<file path="src/rtl/simmem_pkg.sv">
// simmem_pkg: shared types and sizing for the simmem response banks.
//   - WrNumSlots/WrDelayWidth, RdNumSlots/RdDelayWidth: per-bank sizing.
//   - sched_req_t:  schedule request bundle {addr, id, delay}.
//   - slot_state_t: one release-tracking slot {valid, arrived, id, cnt}.
// Struct field widths are taken from the widest bank. Modules default their
// parameters to these values, so the default build has matching widths.
package simmem_pkg;

    localparam int unsigned WrNumSlots   = 16;
    localparam int unsigned WrDelayWidth = 8;
    localparam int unsigned RdNumSlots   = 16;
    localparam int unsigned RdDelayWidth = 8;
    localparam int unsigned AxiNumIds    = 4;
    localparam int unsigned AxiIdW       = $clog2(AxiNumIds);

    localparam int unsigned ReqSlotW  = $clog2((WrNumSlots > RdNumSlots) ? WrNumSlots : RdNumSlots);
    localparam int unsigned ReqDelayW = (WrDelayWidth > RdDelayWidth) ? WrDelayWidth : RdDelayWidth;

    typedef struct packed {
        logic [ReqSlotW-1:0]  addr;
        logic [AxiIdW-1:0]    id;
        logic [ReqDelayW-1:0] delay;
    } sched_req_t;

    typedef struct packed {
        logic                 valid;
        logic                 arrived;
        logic [AxiIdW-1:0]    id;
        logic [ReqDelayW-1:0] cnt;
    } slot_state_t;

endpackage

</file>
<file path="src/rtl/simmem_release_slot.sv">
// simmem_release_slot: tracking state for one bank slot.
// Holds valid/arrived flags, the AXI ID, the latency down-counter and the
// mask of older same-ID slots, and reports whether the slot may be released.
// Ports:
//   clk_i, rst_i     clock, synchronous active-high reset
//   i_accept         schedule request accepted into this slot this cycle
//   i_id, i_delay    AXI ID and latency captured on accept
//   i_arrived        bank stored the response for this slot
//   i_older          same-ID valid slots at accept time (already release-masked)
//   i_released       effective release vector of the whole bank
//   i_release_self   this slot is being released this cycle
//   o_valid, o_id    slot is tracked / its AXI ID
//   o_eligible       valid & arrived & counter expired & no older same-ID slot
module simmem_release_slot
    import simmem_pkg::*;
#(
    parameter int unsigned NumSlots = WrNumSlots
) (
    input  logic                 clk_i,
    input  logic                 rst_i,
    input  logic                 i_accept,
    input  logic [AxiIdW-1:0]    i_id,
    input  logic [ReqDelayW-1:0] i_delay,
    input  logic                 i_arrived,
    input  logic [NumSlots-1:0]  i_older,
    input  logic [NumSlots-1:0]  i_released,
    input  logic                 i_release_self,
    output logic                 o_valid,
    output logic [AxiIdW-1:0]    o_id,
    output logic                 o_eligible
);

    slot_state_t         r_st;
    logic [NumSlots-1:0] r_older;

    always_ff @(posedge clk_i) begin
        if (rst_i) begin
            r_st    <= '0;
            r_older <= '0;
        end else if (i_accept) begin
            // An accept only ever targets an invalid slot, so it cannot
            // coincide with this slot's own release.
            r_st.valid   <= 1'b1;
            r_st.arrived <= i_arrived;
            r_st.id      <= i_id;
            r_st.cnt     <= i_delay;
            r_older      <= i_older & ~i_released;
        end else begin
            r_older <= r_older & ~i_released;
            if (i_release_self) begin
                r_st.valid   <= 1'b0;
                r_st.arrived <= 1'b0;
            end else if (r_st.valid && i_arrived) begin
                r_st.arrived <= 1'b1;
            end
            // Latency counts down regardless of arrival and sticks at zero.
            if (r_st.valid && r_st.cnt != '0) begin
                r_st.cnt <= r_st.cnt - 1'b1;
            end
        end
    end

    assign o_valid    = r_st.valid;
    assign o_id       = r_st.id;
    assign o_eligible = r_st.valid && r_st.arrived && (r_st.cnt == '0) && (r_older == '0);

endmodule

</file>
<file path="src/rtl/simmem_release_scheduler.sv">
// simmem_release_scheduler: decides when each response held in a simmem
// bank may leave it. One instance per bank (write-response, read-data).
// A slot is releasable once its simulated delay has elapsed, its response
// has arrived, and every older slot with the same AXI ID has been released.
// Ports:
//   clk_i, rst_i        clock, synchronous active-high reset
//   sched_valid_i/ready_o, sched_addr_i/id_i/delay_i   schedule handshake
//   arrived_onehot_i    bank stored a slot's response
//   release_en_o        multi-hot of slots allowed to leave (state only)
//   released_onehot_i   bank reports a slot released
//   pending_o           slot is tracked
//   stat_released_o, stat_stall_o   only with SIMMEM_RELEASE_STATS_EN defined
// Optional feature macro: SIMMEM_RELEASE_STATS_EN (release/stall counters).
module simmem_release_scheduler
    import simmem_pkg::*;
#(
    parameter  int unsigned NumSlots   = WrNumSlots,
    parameter  int unsigned NumIds     = AxiNumIds,
    parameter  int unsigned DelayWidth = WrDelayWidth,
    localparam int unsigned SlotW      = $clog2(NumSlots),
    localparam int unsigned IdW        = $clog2(NumIds)
) (
    input  logic                  clk_i,
    input  logic                  rst_i,
    input  logic                  sched_valid_i,
    output logic                  sched_ready_o,
    input  logic [SlotW-1:0]      sched_addr_i,
    input  logic [IdW-1:0]        sched_id_i,
    input  logic [DelayWidth-1:0] sched_delay_i,
    input  logic [NumSlots-1:0]   arrived_onehot_i,
    output logic [NumSlots-1:0]   release_en_o,
    input  logic [NumSlots-1:0]   released_onehot_i,
    output logic [NumSlots-1:0]   pending_o
`ifdef SIMMEM_RELEASE_STATS_EN
    ,
    output logic [31:0]           stat_released_o,
    output logic [31:0]           stat_stall_o
`endif
);

    sched_req_t                     w_req;
    logic [NumSlots-1:0]            w_valid;
    logic [NumSlots-1:0]            w_elig;
    logic [NumSlots-1:0][IdW-1:0]   w_id;
    logic [NumSlots-1:0]            w_same;
    logic [NumSlots-1:0]            w_older_in;
    logic [NumSlots-1:0]            w_rel;
    logic                           w_accept;

    assign w_req = '{addr: sched_addr_i, id: sched_id_i, delay: sched_delay_i};

    assign sched_ready_o = ~w_valid[w_req.addr];
    assign w_accept      = sched_valid_i & sched_ready_o;

    // Release reports for slots that are not enabled are dropped.
    assign w_rel = released_onehot_i & w_elig;

    // Same-ID slots still tracked become the new slot's ordering mask;
    // slots leaving this very cycle are excluded.
    always_comb begin
        w_same = '0;
        for (int s = 0; s < NumSlots; s++) begin
            w_same[s] = w_valid[s] && (w_id[s] == w_req.id);
        end
        w_older_in = w_same & ~w_rel;
    end

    for (genvar s = 0; s < NumSlots; s++) begin : g_slot
        simmem_release_slot #(
            .NumSlots (NumSlots)
        ) u_slot (
            .clk_i          (clk_i),
            .rst_i          (rst_i),
            .i_accept       (w_accept && (w_req.addr == SlotW'(s))),
            .i_id           (w_req.id),
            .i_delay        (w_req.delay),
            .i_arrived      (arrived_onehot_i[s]),
            .i_older        (w_older_in),
            .i_released     (w_rel),
            .i_release_self (w_rel[s]),
            .o_valid        (w_valid[s]),
            .o_id           (w_id[s]),
            .o_eligible     (w_elig[s])
        );
    end

    assign release_en_o = w_elig;
    assign pending_o    = w_valid;

`ifdef SIMMEM_RELEASE_STATS_EN
    logic [31:0] r_stat_released;
    logic [31:0] r_stat_stall;
    logic [31:0] w_pop;

    always_comb begin
        w_pop = '0;
        for (int s = 0; s < NumSlots; s++) begin
            w_pop = w_pop + 32'(released_onehot_i[s]);
        end
    end

    always_ff @(posedge clk_i) begin
        if (rst_i) begin
            r_stat_released <= '0;
            r_stat_stall    <= '0;
        end else begin
            r_stat_released <= r_stat_released + w_pop;
            if ((w_elig != '0) && (released_onehot_i == '0)) begin
                r_stat_stall <= r_stat_stall + 32'd1;
            end
        end
    end

    assign stat_released_o = r_stat_released;
    assign stat_stall_o    = r_stat_stall;
`endif

    // The bank may only release slots this scheduler has enabled.
    a_release_enabled: assert property (@(posedge clk_i) disable iff (rst_i)
        (released_onehot_i & ~w_elig) == '0);

endmodule

</file>
<file path="config.mk">
export PLATFORM = sky130hd
export DESIGN_NAME = simmem_release_scheduler
export DESIGN_NICKNAME = d
export VERILOG_FILES = /design/src/rtl/simmem_pkg.sv /design/src/rtl/simmem_release_slot.sv /design/src/rtl/simmem_release_scheduler.sv
export SDC_FILE = /design/constraint.sdc
export NUM_CORES = 1
export LEC_CHECK = 0
export ABC_AREA = 1
export CAP_MARGIN = 25
export CORE_ASPECT_RATIO = 2
export CORE_MARGIN = 3
export CORE_UTILIZATION = 65
export CTS_BUF_LIST = sky130_fd_sc_hd__clkbuf_16
export DETAILED_ROUTE_END_ITERATION = 8
export GPL_ROUTABILITY_DRIVEN = 0
export MAX_ROUTING_LAYER = met4
export PLACE_DENSITY = 0.85
export SYNTH_ARGS = -nofsm -noshare
export SYNTH_HDL_FRONTEND = slang
export SYNTH_HIERARCHICAL = 1
export SYNTH_SLANG_ARGS = --single-unit
</file>
<file path="constraint.sdc">
create_clock -name clk_i -period 7.2 [get_ports clk_i]
set_input_delay 1.08 -clock clk_i [delete_from_list [all_inputs] [get_ports clk_i]]
set_output_delay 1.08 -clock clk_i [all_outputs]
set_load 0.05 [all_outputs]
</file>
Word level (Yosys, flattened, before mapping)
Index checks and enable logic that the tools add are counted.
{ "totals": {"register_bits": 448, "latchBits": 0, "mem_bits_rw": 0, "rom_bits": 0, "in_bits": 49, "out_inout_bits": 33, "word_cells": 473, "memories": 0} }
{ "op_classes": {"add_sub_neg": 16, "multipliers": 0, "div_mod_pow": 0, "order_cmp": 1, "eq_ne": 31, "shift": 0, "n_mux": 114, "bitwise_logic": 22, "reduce_logical": 209} }
{ "op_table": {"columns": ["op", "n"], "rows": [
  ["$and A16 B16 Y16", 19],
  ["$logic_not A16 Y1", 16],
  ["$mux W16", 16],
  ["$mux W8", 32],
  ["$logic_not A8 Y1", 16],
  ["$reduce_bool A8 Y1", 16],
  ["$sub A8 B1 Y8 const B", 16],
  ["$logic_and A1 B1 Y1", 112],
  ["$reduce_bool A2 Y1", 32],
  ["$mux W1", 49],
  ["$reduce_bool A3 Y1", 16],
  ["$eq A2 B2 Y1", 16],
  ["$eq A4 B4 Y1 const B", 8],
  ["$mux W2", 16],
  ["$eq A4 B3 Y1 const B", 4],
  ["$not A16 Y16", 1],
  ["$eq A4 B2 Y1 const B", 2],
  ["$lt A4 B5 Y1 const B", 1],
  ["$bmux W1 S4", 1],
  ["$eq A4 B1 Y1 const B", 1],
  ["$logic_not A4 Y1", 1],
  ["$and A1 B1 Y1", 1],
  ["$not A1 Y1", 1]
]} }

Longest topological paths before layout
Gate-level depths: netlist of the first run.
{ "depth": {"ltp_word": 8, "depth_mapped": 18, "mapped_depth_nobuf": 15} }

Hierarchy
Netlist of the first run, hierarchy kept.
{ "by_module_without_submodules": {"columns": ["mod", "n_inst", "cells_per_inst", "area_per_inst_um2", "seq_area_each_um2"], "rows": [
  ["simmem_release_slot", 16, 203, 1368.8, 560.5],
  ["simmem_release_scheduler", 1, 192, 999.7, 0.0]
]} }

Least setup slack after synthesis of the first run
Ideal clock, no wire load.
{ "synth_timing": {"path_type": "flip-flop to output port", "start": "reg g_slot[0].u_slot.r_st (netlist bit g_slot[0].u_slot/o_valid)", "end": "out release_en_o[0]", "arrival_time_ns": 1.982, "required_ns": 6.120, "slack_ns": 4.138, "path_stages_with_launch": 3, "path_buffers": 0, "path_cell_list": "dfxtp_1 nand4_1 nor3_1"} }
{ "synth_between": {"elab_chain_cells": 3} }
{ "synth_rtl": {"columns": ["item", "line", "source"], "rows": [
  ["from (decl)", "simmem_release_slot.sv:33", "slot_state_t r_st;"],
  ["$logic_and A1 B1 Y1 (3 in series)", "simmem_release_slot.sv:65", "assign o_eligible = r_st.valid && r_st.arrived && (r_st.cnt == '0) && (r_older == '0);"],
  ["to (decl)", "simmem_release_scheduler.sv:31", "output logic [NumSlots-1:0] release_en_o,"]
]} }
No other way between the ends.

Worst setup path in the final report of the first run
{ "layout_timing": {"start": "in sched_addr_i[0]", "end": "out sched_ready_o"} }
{ "layout_between": {"elab_chain_cells": 3} }
{ "layout_rtl": {"columns": ["item", "line", "source"], "rows": [
  ["from (decl)", "simmem_release_scheduler.sv:27", "input logic [SlotW-1:0] sched_addr_i,"],
  ["$bmux W1 S4", "simmem_release_scheduler.sv:52", "assign sched_ready_o = ~w_valid[w_req.addr];"],
  ["$mux W1 (not written as such)", "simmem_release_scheduler.sv:52", null],
  ["$not A1 Y1", "simmem_release_scheduler.sv:52", null],
  ["to (decl)", "simmem_release_scheduler.sv:26", "output logic sched_ready_o,"]
]} }
No other way between the ends. The select of a mux whose other input is x is not followed.

==> results of run 1 <==
==> kinds of logic (layout without fill, tap and decap cells) <==
kind of cell	count (synthesis)	in the layout	synth area share [%]
xor gates and xnor gates	32	32	1.22
buffers and inverters	446	484	8.97
and+or+nand+nor	2273	2273	44.5
DFF	448	448	39.2
other	0	1	0
adders and majority gates	16	16	0.874
AOI/OAI and AO/OA	225	225	5.28
==> metrics by stage <==
| step | cell area (µm²) | worst slack (ns) | std cells | power (µW) |
|---|---|---|---|---|
| after floorplan | 22900 | 4.14 | 3440 | 3110 |
| after global placement | 23600 | 2.83 | 3842 | 3260 |
| after detailed placement | 23700 | 2.72 | 3848 | 3280 |
| after CTS | 25000 | 2.71 | 3917 | 5470 |
| after global routing | 25100 | 2.56 | 3920 | 5650 |
| final | 25100 | 2.68 | 3920 | 5460 |
==> sequential cells by signal, summed over array words and instances (netlist names) <==
signal,cells
g_slot.u_slot/o_valid,16
g_slot.u_slot/o_id,32
g_slot.u_slot/r_st,144
g_slot.u_slot/r_older,256
==> critical path, stage by stage <==
cell             delay [ns]
clkdlybuf4s50_1        0.74
inv_2                  0.16
nand2_1                0.10
nand2_1                0.06
nand2_1                0.07
nand2_1                0.08
nand2_1                0.09
nand2_2                0.07
nor2_4                 0.13
clkdlybuf4s50_1        0.87
==> per-layer routing <==
| layer | vias up | share of wire, % |
|---|---|---|
| met5 | - | 0 |
| met3 | 435 | 8.1 |
| met2 | 1129 | 48 |
| li1 | 11100 | - |
| met1 | 10600 | 34 |
| met4 | 0 | 9.5 |
==> synth_stat cells, drive strengths merged <==
cell type	instances	share of area (%)
nand3b	16	0.52
xnor2	15	0.57
dfxtp	448	39
clkbuf	32	0.52
nor4	273	7.5
nand2	555	9.3
o21ai	161	3.5
nand3	143	3.1
buf	119	3.6
nor3	48	1.0
xor2	17	0.65
ha	16	0.87
o31ai	16	0.52
nand4	16	0.44
nor2	1222	23
o21a	16	0.52
a21oi	32	0.70
inv	295	4.8
==> area by class of cell <==
class / count / area, µm² / share of cell area (%)
Sequential cell: 448 / 8970 / 35.8
Antenna cell: 1 / 2.50 / 0.00998
Multi-Input combinational cell: 2546 / 11900 / 47.6
Clock inverter: 28 / 292 / 1.16
Timing Repair Buffer: 120 / 1190 / 4.75
Tap cell: 441 / 552 / 2.20
Clock buffer: 41 / 1030 / 4.09
Inverter: 295 / 1110 / 4.42
==> how the worst max path moves through the flow <==
stage / endpoint / cells after the start / start / slack [ns]
6_report: sched_ready_o / 10 / sched_addr_i[0] / 2.68
5_1_grt: sched_ready_o / 10 / sched_addr_i[0] / 2.56
4_1_cts: sched_ready_o / 10 / sched_addr_i[0] / 2.71
3_5_place_dp: sched_ready_o / 10 / sched_addr_i[0] / 2.72
3_3_place_gp: sched_ready_o / 10 / sched_addr_i[0] / 2.83
2_1_floorplan: release_en_o[0] / 2 / g_slot[0].u_slot/o_valid / 4.14
==> report_power, final <==
part / internal (µW) / leakage (µW) / switching (µW)
Combinational: 223 / 0.00671 / 432
Sequential: 2540 / 0.00362 / 48.7
Clock: 1250 / 0.000652 / 963
==> summary.md, run 1 <==
| Metric | Value |
|---|---|
| Outcome | complete, no violations |
| Slew HR | between 20% and 30% |
| Most common cell after layout, fill and taps aside | nor2_1 |
| GRT met1 Usage | between 30% and 40% |
| Die Width | around 140 µm |
| Max Freq | between 200 and 250 MHz |
| Startpoint Class | primary input |
| Final Max Tran Viols | 0 |
| Yosys warnings | 6 |
| Post-route ant nets | 0 |
| Die area | around 0.038 mm² |
| Most frequent cells in the layout | nor2_1, nand2_1, dfxtp_1 |
| Die Height | between 200 and 300 µm |
| Synth cell types | 30 |
| Final core occ | approximately 72% |
| Port Buffers | 81 |
| Initial antenna violation count | 1 |
| Fillcell total | between 2000 and 3000 |
| Reg2reg end | g_slot[3].u_slot/r_older[8] |
| CTS H-tree lvls | 2 |
| FP Rows | 96 |
| Power Dens Cells | 218 mW/mm² |
| Starting Density | 66.2% |
| GRT busiest layer | met2 |
| Syn avg cell area | ~6.7 µm² |
| FF-to-FF setup slack | 4.18 ns |
| Vias post-DR | 23300 |
| Total track usage | around 37% |
| Mapped Cells | 3440 |
| Vias in the first global route | roughly 23000 |
| Setup violations, final | 0 |
| Critical path capture point type | output pin |
| Cts bufs inserted | 40 |
| CP arrival | about 3.4 ns |
| Worst Hold Launch | g_slot[7].u_slot/r_st[10] |
| Hpwl dp | around 44000 µm |
| Seq cells post-synth | 448 |
| CTS tree | yes |
| Hold depth | 2 |
| Drt total wl | 69600 µm |
| First-pass DRT Iterations | 7 |
| Actual slew at the worst max-slew pin | between 1 and 1.5 ns |
| Worst reg2reg startpoint | g_slot[8].u_slot/r_st[0] |
| Hold Vio Cnt, Final | 0 |
| Met2 GRT Util | between 60% and 70% |
| Core Area | 0.0346 mm² |
| Worst-path clk slew | ~0.06 ns |
| RSZ-0062 raised after global routing | no |
| Num Clock Sinks | 448 |
| Post-route DRC | 0 |
| Hold_buf cts | 0 |
| Layout net count | 3516 |
| Final Cycle Share | approximately 63% |
| Syn Std Cell Area | 0.0229 mm² |
| DRT iter0 DRCs | 2190 |
| Clock Skew | 0.0125 ns |
| Syn nets | roughly 3500 |
| IO Pins | 82 |
| Wire per inst | between 15 and 20 µm |
| Worst Path Max Fanout | 13 |
| Setup_tns | 0 ns |
| Gr ovfl total | 0 |
| Share of layout cells above drive strength 1 | roughly 6.7% |
| Register area share after synthesis | between 30 and 40% |
| Met3 GRT Util | under 10% |
| Skew-Pair Late Insertion Delay | 0.55 ns |
| Setup bufs post-CTS | 0 |
| Worst vdd ir | 0.204 mV |
| Worst hold margin | 0.471 ns |
| Pin count of the biggest net entering global routing | 113 |
| CTS Buffer Depth | 3 |
| Max_cap viols | 0 |
| Syn-to-layout area delta | 9.50% |
| Worst EP required | approximately 6.1 ns |
| Cell count of the worst reg-to-reg path | 12 |
| Worst min path class | register to register |
| Post-CTS Resized | 0 |
| Minimum clock period | roughly 4.5 ns |
| P_leak | between 0.01 and 0.015 µW |
| CP Class | primary input to output pin |
| First-pass GRT wire length | 111000 µm |
| Clk root buf | clkbuf_16 |
| Via/cell ratio | 5.93 |
| Worst hold endpoint | g_slot[7].u_slot/r_st[10] |
Note: power is estimated with default switching activity, not from simulation.
==> inputs of run 2 (changes only) <==
--- a/config.mk
+++ b/config.mk
@@ -9,12 +9,12 @@
 export CAP_MARGIN = 25
 export CORE_ASPECT_RATIO = 2
 export CORE_MARGIN = 3
-export CORE_UTILIZATION = 65
+export CORE_UTILIZATION = 56
 export CTS_BUF_LIST = sky130_fd_sc_hd__clkbuf_16
 export DETAILED_ROUTE_END_ITERATION = 8
 export GPL_ROUTABILITY_DRIVEN = 0
 export MAX_ROUTING_LAYER = met4
-export PLACE_DENSITY = 0.85
+export PLACE_DENSITY = 0.78
 export SYNTH_ARGS = -nofsm -noshare
 export SYNTH_HDL_FRONTEND = slang
 export SYNTH_HIERARCHICAL = 1
==> constraint.sdc (replaced) <==
create_clock -name clk_i -period 3.7 [get_ports clk_i]
set_input_delay 0.555 -clock clk_i [delete_from_list [all_inputs] [get_ports clk_i]]
set_output_delay 0.555 -clock clk_i [all_outputs]
set_load 0.05 [all_outputs]
==> run 2 against run 1 <==
Hold slack lost 0.0028 ns. Design area is 1.7% higher. Global-route usage decreased by 3.3 points. Register-to-register slack got worse by 3.2 ns. Worst setup slack worse by 2.4 ns. Flip-flop and latch count stayed put. Largest power group unchanged. Highest routed layer unchanged.
==> summary.md, run 2 (synthesis gave the netlist of run 1 again) <==
| Metric | Value |
|---|---|
| Outcome | complete, no violations |
| Actual slew at the worst max-slew pin | 0.764 ns (-0.419 ns) |
| Cts bufs inserted | 41 (+2.5%) |
| Dpl ws | 0.559 ns (-2.16 ns) |
| Hold Vio Cnt, Final | 0 (unchanged) |
| Critical path capture point type | output pin |
| Layout net count | 3567 (+1.5%) |
| Via/cell ratio | 5.72 (-3.6%) |
| Minimum clock period | around 3.4 ns |
| Die Width | 149 µm (+7.4%) |
| Final Cycle Share | a little over 90% |
| Die area | 0.0435 mm² (+16%) |
| Setup_tns | 0 ns (unchanged) |
| Critical path, cell by cell | inv_1 -> ha_1 -> nand2_2 -> inv_1 -> nand2_1 -> nor3_1 -> clkdlybuf4s50_1 |
| Num Clock Sinks | 448 (unchanged) |
| N_diodes | 0 (-1) |
| Setup violations, final | 0 (unchanged) |
| First-pass GRT wire length | 114000 µm (+3.1%) |
| CTS Buffer Depth | 3 (unchanged) |
| Core Area | 0.0403 mm² (+17%) |
| P_leak | 0.0113 µW (+2.5%) |
| CP most frequent cell | inv_1 |
| Pin count of the biggest net entering global routing | 92 (-19%) |
| Max_cap viols | 0 (unchanged) |
| Worst setup margin | 0.291 ns (-2.39 ns) |
| FP Rows | 104 (+8.3%) |
| Hpwl dp | 47500 µm (+6.9%) |
| Final core occ | 63.3% (-9.2 points) |
| Clock Skew | 0.0179 ns (+0.00539 ns) |
| Final Max Tran Viols | 0 (unchanged) |
| Fillcell total | 3612 (+29%) |
| Number of flip-flops in the largest register | 256 (unchanged) |
| Tot Pwr | 10700 µW (+97%) |
| CP arrival | 2.85 ns (-0.59 ns) |
| Largest Register | g_slot.u_slot/r_older |
| Starting Density | 56.8% (-9.4 points) |
| Post-route DRC | 0 (unchanged) |
| Bufs and invs on worst path | 3 (unchanged) |
| Delay-heaviest family, CP | buffers and inverters |
| Skew-Pair Late Insertion Delay | 0.56 ns (about the same) |
| Worst Path Max Fanout | 4 (-9) |
| Max Freq | 293 MHz |
| Port Buffers | 81 (unchanged) |
| Slowest stage cell, crit path | clkdlybuf4s50_1 |
| Initial antenna violation count | 0 (-1) |
| Post-route ant nets | 0 (unchanged) |
| Post-CTS Resized | 0 (unchanged) |
| IO Pins | 82 (unchanged) |
| Worst-path clk slew | 0.07 ns (about the same) |
| CTS tree | yes |
| DRT iter0 DRCs | 1908 (-13%) |
| Gr ovfl total | 0 (unchanged) |
| Vias post-DR | 23200 (-0.090%) |
| Share of layout cells above drive strength 1 | 7.79% (+1.1 points) |
| Multi-input logic area | 0.0119 mm² (-0.31%) |
| Slew HR | 49.0% (+28 points) |
| Worst min path class | register to register |
| First-pass DRT Iterations | 5 (-2) |
| Most frequent cells in the layout | nor2_1, nand2_1, dfxtp_1 |
| Hold_buf cts | 0 (unchanged) |
| RSZ-0062 raised after global routing | no |
| Worst vdd ir | 0.378 mV (+85%) |
| Max incr delay on CP | 0.92 ns (+0.05 ns) |
| Setup bufs post-CTS | 0 (unchanged) |
| Most common cell after layout, fill and taps aside | nor2_1 |
| Vias in the first global route | 22800 (+0.84%) |
| Drt total wl | 72000 µm (+3.5%) |
| Power Dens Cells | 421 mW/mm² (+93%) |
| Worst hold margin | 0.469 ns (-0.00277 ns) |
| FF+latch area | 0.00897 mm² (unchanged) |
| CTS H-tree lvls | 2 (unchanged) |
| CP Class | register to output pin |
| Syn-to-layout area delta | 11.4% |
| Wire per inst | 17.7 µm (about the same) |
| Startpoint Class | register |
| Die Height | 292 µm (+7.6%) |
| Clk root buf | clkbuf_16 |
| Worst EP required | 3.14 ns (-2.98 ns) |
| Total track usage | 33.4% (-3.3 points) |
run 2: cell count changes in the layout (fill, tap and decap cells not counted), sizes merged, moves of 2 or more:
cell           previous run  this run
clkinv                   10        13
inv                     302       304
clkinvlp                  5         3
clkbuf                   41        43
clkdlybuf4s50            78        76
buf                      42        94
run 2: report_power, final:
part | internal, µW | switching (µW)
Clock | 2470 | 1940
Combinational | 447 | 845
Sequential | 4940 | 92.4
run 2: metal layers:
metal / wire [µm] / track usage, % / vias up / share of wire, %
li1: - / - / 11200 / -
met1: 25500 / 34.9 / 10700 / 35
met2: 35500 / 57.5 / 1016 / 49
met3: 4830 / 3.94 / 382 / 6.7
met4: 6160 / 23.8 / 0 / 8.5
met5: 0 / - / - / 0
run 2: stage by stage:
step / area, µm² / instances
final: 25500 / 4062
after global routing: 25500 / 4062
after CTS: 25500 / 4062
after floorplan: 22900 / 3440
after global placement: 24200 / 3989
after detailed placement: 24200 / 3989
run 2: path summary, 6_finish.rpt:
check	start	to	slack [ns]	cells past startpoint
worst max-delay path	g_slot[14].u_slot/r_st[0]	release_en_o[14]	0.29	7
worst min-delay path	g_slot[0].u_slot/r_st[10]	g_slot[0].u_slot/r_st[10]	0.47	2
worst max register to register	g_slot[14].u_slot/r_st[0]	g_slot[6].u_slot/r_older[14]	0.94	10
worst min register to register	g_slot[0].u_slot/r_st[10]	g_slot[0].u_slot/r_st[10]	0.47	2
run 2: area by class of cell:
cell class                 count  share of cell area (%)
clock buffer                  43                    4.22
timing repair buffer         170                    5.94
inverter                     295                    4.34
tap                          530                    2.60
multi-input combinational   2546                    46.6
sequential                   448                    35.2
clock inverter                30                    1.11
run 2: worst min-delay path, cell delays in order, from the launching register on:
cell and delay [ns]:
dfxtp_1 0.31, nand2_1 0.06, o31ai_1 0.05
==> inputs of run 3 (changes only) <==
--- a/config.mk
+++ b/config.mk
@@ -7,10 +7,8 @@
 export LEC_CHECK = 0
 export ABC_AREA = 1
 export CAP_MARGIN = 25
-export CORE_ASPECT_RATIO = 2
 export CORE_MARGIN = 3
 export CORE_UTILIZATION = 56
-export CTS_BUF_LIST = sky130_fd_sc_hd__clkbuf_16
 export DETAILED_ROUTE_END_ITERATION = 8
 export GPL_ROUTABILITY_DRIVEN = 0
 export MAX_ROUTING_LAYER = met4
==> constraint.sdc (replaced) <==
create_clock -name clk_i -period 3.7 [get_ports clk_i]
set_input_delay 0.74 -clock clk_i [delete_from_list [all_inputs] [get_ports clk_i]]
set_output_delay 0.74 -clock clk_i [all_outputs]
set_load 0.05 [all_outputs]
==> run 3 against run 2 <==
Clock power is 19% higher. Hold slack worse by 0.0034 ns. Wire length is 4.1% lower. Via count is 0.83% lower. Design area is 1.4% higher. Combinational power hardly changed. Largest power group is now the clock network.
==> summary.md, run 3 (synthesis gave the netlist of run 1 again) <==
| Metric | Value |
|---|---|
| Outcome | complete, no violations |
| Gr ovfl total | 0 (unchanged) |
| Initial antenna violation count | 3 (+3) |
| FF-to-FF setup slack | 1.18 ns (+0.24 ns) |
| Vias post-DR | 23000 (-0.83%) |
| CTS H-tree lvls | 2 (unchanged) |
| Hold Vio Cnt, Final | 0 (unchanged) |
| CP Class | register to output pin |
| Skew-Pair Late Insertion Delay | 0.59 ns (+0.03 ns) |
| Minimum clock period | 3.51 ns (+0.0988 ns) |
| Setup_tns | 0 ns (unchanged) |
| Number of flip-flops in the largest register | 256 (unchanged) |
| Critical path capture point type | output pin |
| Largest Register | g_slot.u_slot/r_older |
| Share of layout cells above drive strength 1 | 8.18% (+0.40 points) |
| Actual slew at the worst max-slew pin | 0.970 ns (+0.205 ns) |
| Worst reg2reg startpoint | g_slot[15].u_slot/o_valid |
| Most common cell after layout, fill and taps aside | nor2_1 |
| Fillcell total | 3516 (-2.7%) |
| Clk pwr share | 45.4% (+4.4 points) |
| IO Pins | 82 (unchanged) |
| Layout net count | 3573 (+0.17%) |
| Reg2reg end | g_slot[15].u_slot/r_st[0] |
| Core Area | 0.0401 mm² (-0.60%) |
| Max_cap viols | 0 (unchanged) |
| Syn-to-layout area delta | 13.0% |
| Wire per inst | 17.0 µm (-4.4%) |
| Starting Density | 57.1% (+0.34 points) |
| Worst-path clk slew | 0.06 ns (about the same) |
| Multi-input logic area | 0.0119 mm² (unchanged) |
| Post-CTS Resized | 0 (unchanged) |
| Die Width | 208 µm (+40%) |
| CTS Buffer Depth | 3 (unchanged) |
| P_sw | 2940 µW (+2.4%) |
| Most frequent cells in the layout | nor2_1, nand2_1, dfxtp_1 |
| Power Dens Cells | 448 mW/mm² (+6.5%) |
| Final Max Tran Viols | 0 (unchanged) |
| Worst Path Max Fanout | 4 (unchanged) |
| CP Launch Point | g_slot[3].u_slot/r_st[0] |
| Setup bufs post-CTS | 0 (unchanged) |
| DRT iter0 DRCs | 2306 (+21%) |
| Comb power frac | 11.1% (-0.9 points) |
| First-pass DRT Iterations | 6 (+1) |
| Setup violations, final | 0 (unchanged) |
| Seq pwr share | 43.5% (-3.4 points) |
| Hpwl dp | 44200 µm (-6.8%) |
| GRT busiest layer | met2 |
| CP arrival | 2.77 ns (-0.08 ns) |
| Hold_buf cts | 0 (unchanged) |
| Num Clock Sinks | 448 (unchanged) |
| Switch share | 25.4% (-1.4 points) |
| Post-route ant nets | 0 (unchanged) |
| Vias in the first global route | 21600 (-5.3%) |
| Clk root buf | clkbuf_16 |
| Pin count of the biggest net entering global routing | 85 (-7.6%) |
| Post-route DRC | 0 (unchanged) |
| Slew HR | 35.3% (-14 points) |
| Final core occ | 64.5% (+1.3 points) |
| Final Cycle Share | 94.8% (+2.7 points) |
| FP Rows | 73 (-30%) |
| CP endpoint | release_en_o[3] |
| P_leak | 0.0114 µW (+1.3%) |
| Startpoint Class | register |
| Total track usage | 31.6% (-1.8 points) |
| Die Height | 208 µm (-29%) |
| Met3 GRT Util | 6.21% (+2.3 points) |
| GRT met1 Usage | 39.6% (+4.7 points) |
| Hold depth | 2 (unchanged) |
| Worst vdd ir | 0.366 mV (-3.1%) |
| Worst min path class | register to register |
| Max Freq | 285 MHz (-2.8%) |
| RSZ-0062 raised after global routing | no |
| First-pass GRT wire length | 110000 µm (-4.1%) |
| Cell count of the worst reg-to-reg path | 13 (+3) |
| Drt total wl | 69100 µm (-4.1%) |
| FF+latch area | 0.00897 mm² (unchanged) |
| Met2 GRT Util | 49.3% (-8.1 points) |
| Internal power component | 8640 µW (+10%) |
| CTS tree | yes |
| Cts bufs inserted | 47 (+15%) |
| Die area | 0.0434 mm² (-0.34%) |
| Via/cell ratio | 5.66 (-1.1%) |
| Worst EP required | 2.96 ns (-0.18 ns) |
| Port Buffers | 81 (unchanged) |
| Clock Skew | 0.0251 ns (+0.00724 ns) |
run 3: cell types whose count changed in the layout (fill, tap and decap cells not counted), sizes merged:
cell / before / now
clkbuf: 43 / 66
inv: 304 / 296
clkinv: 13 / 6
bufinv: 5 / 9
diode: 0 / 4
buf: 94 / 93
clkdlybuf4s50: 76 / 77
run 3: metrics by stage:
stage	worst slack (ns)	area [µm²]	power [µW]	instances	hold WS (ns)
floorplan	0.682	22900	6040	3440	0.443
global placement	0.324	24100	6350	3984	0.453
detailed placement	0.192	24100	6390	3984	0.459
CTS	0.152	25900	11600	4069	0.467
global route	0.0315	25900	12000	4072	0.486
finish	0.192	25900	11600	4073	0.465
run 3: final cells by class:
type	count	share of cell area [%]
multi-input combinational	2546	46.0
sequential	448	34.7
timing repair buffer	170	5.79
clock buffer	66	5.37
inverter	295	4.28
tap	525	2.54
clock inverter	19	1.31
antenna	4	0.0387
run 3: critical path: stages (launching register included):
cell and delay, ns:
dfxtp_1 0.31, inv_1 0.12, ha_1 0.24, nand2_2 0.11, inv_1 0.06, nand2_1 0.07
nor3_1 0.39, clkdlybuf4s50_1 0.89
run 3: per-layer routing:
metal | wire length [µm] | share of wire, %
met1 | 27800 | 40
met2 | 30900 | 45
met5 | 0 | 0
met4 | 3470 | 5.0
met3 | 6930 | 10
run 3: power groups by stage:
stage	Clock, µW	Sequential (µW)	Combinational [µW]
floorplan	0	5130	912
global placement	0	5140	1210
detailed placement	0	5140	1250
CTS	5310	5040	1260
global route	5490	5050	1430
finish	5260	5040	1280
run 3: worst min-delay path by stage:
stage	startpoint	endpoint	slack [ns]
6_report	g_slot[6].u_slot/r_st[10]	g_slot[6].u_slot/r_st[10]	0.47
5_1_grt	g_slot[6].u_slot/r_st[10]	g_slot[6].u_slot/r_st[10]	0.49
4_1_cts	g_slot[3].u_slot/r_st[10]	g_slot[3].u_slot/r_st[10]	0.47
3_5_place_dp	g_slot[5].u_slot/r_st[10]	g_slot[5].u_slot/r_st[10]	0.46
3_3_place_gp	g_slot[5].u_slot/r_st[10]	g_slot[5].u_slot/r_st[10]	0.45
2_1_floorplan	g_slot[0].u_slot/r_st[10]	g_slot[0].u_slot/r_st[10]	0.44
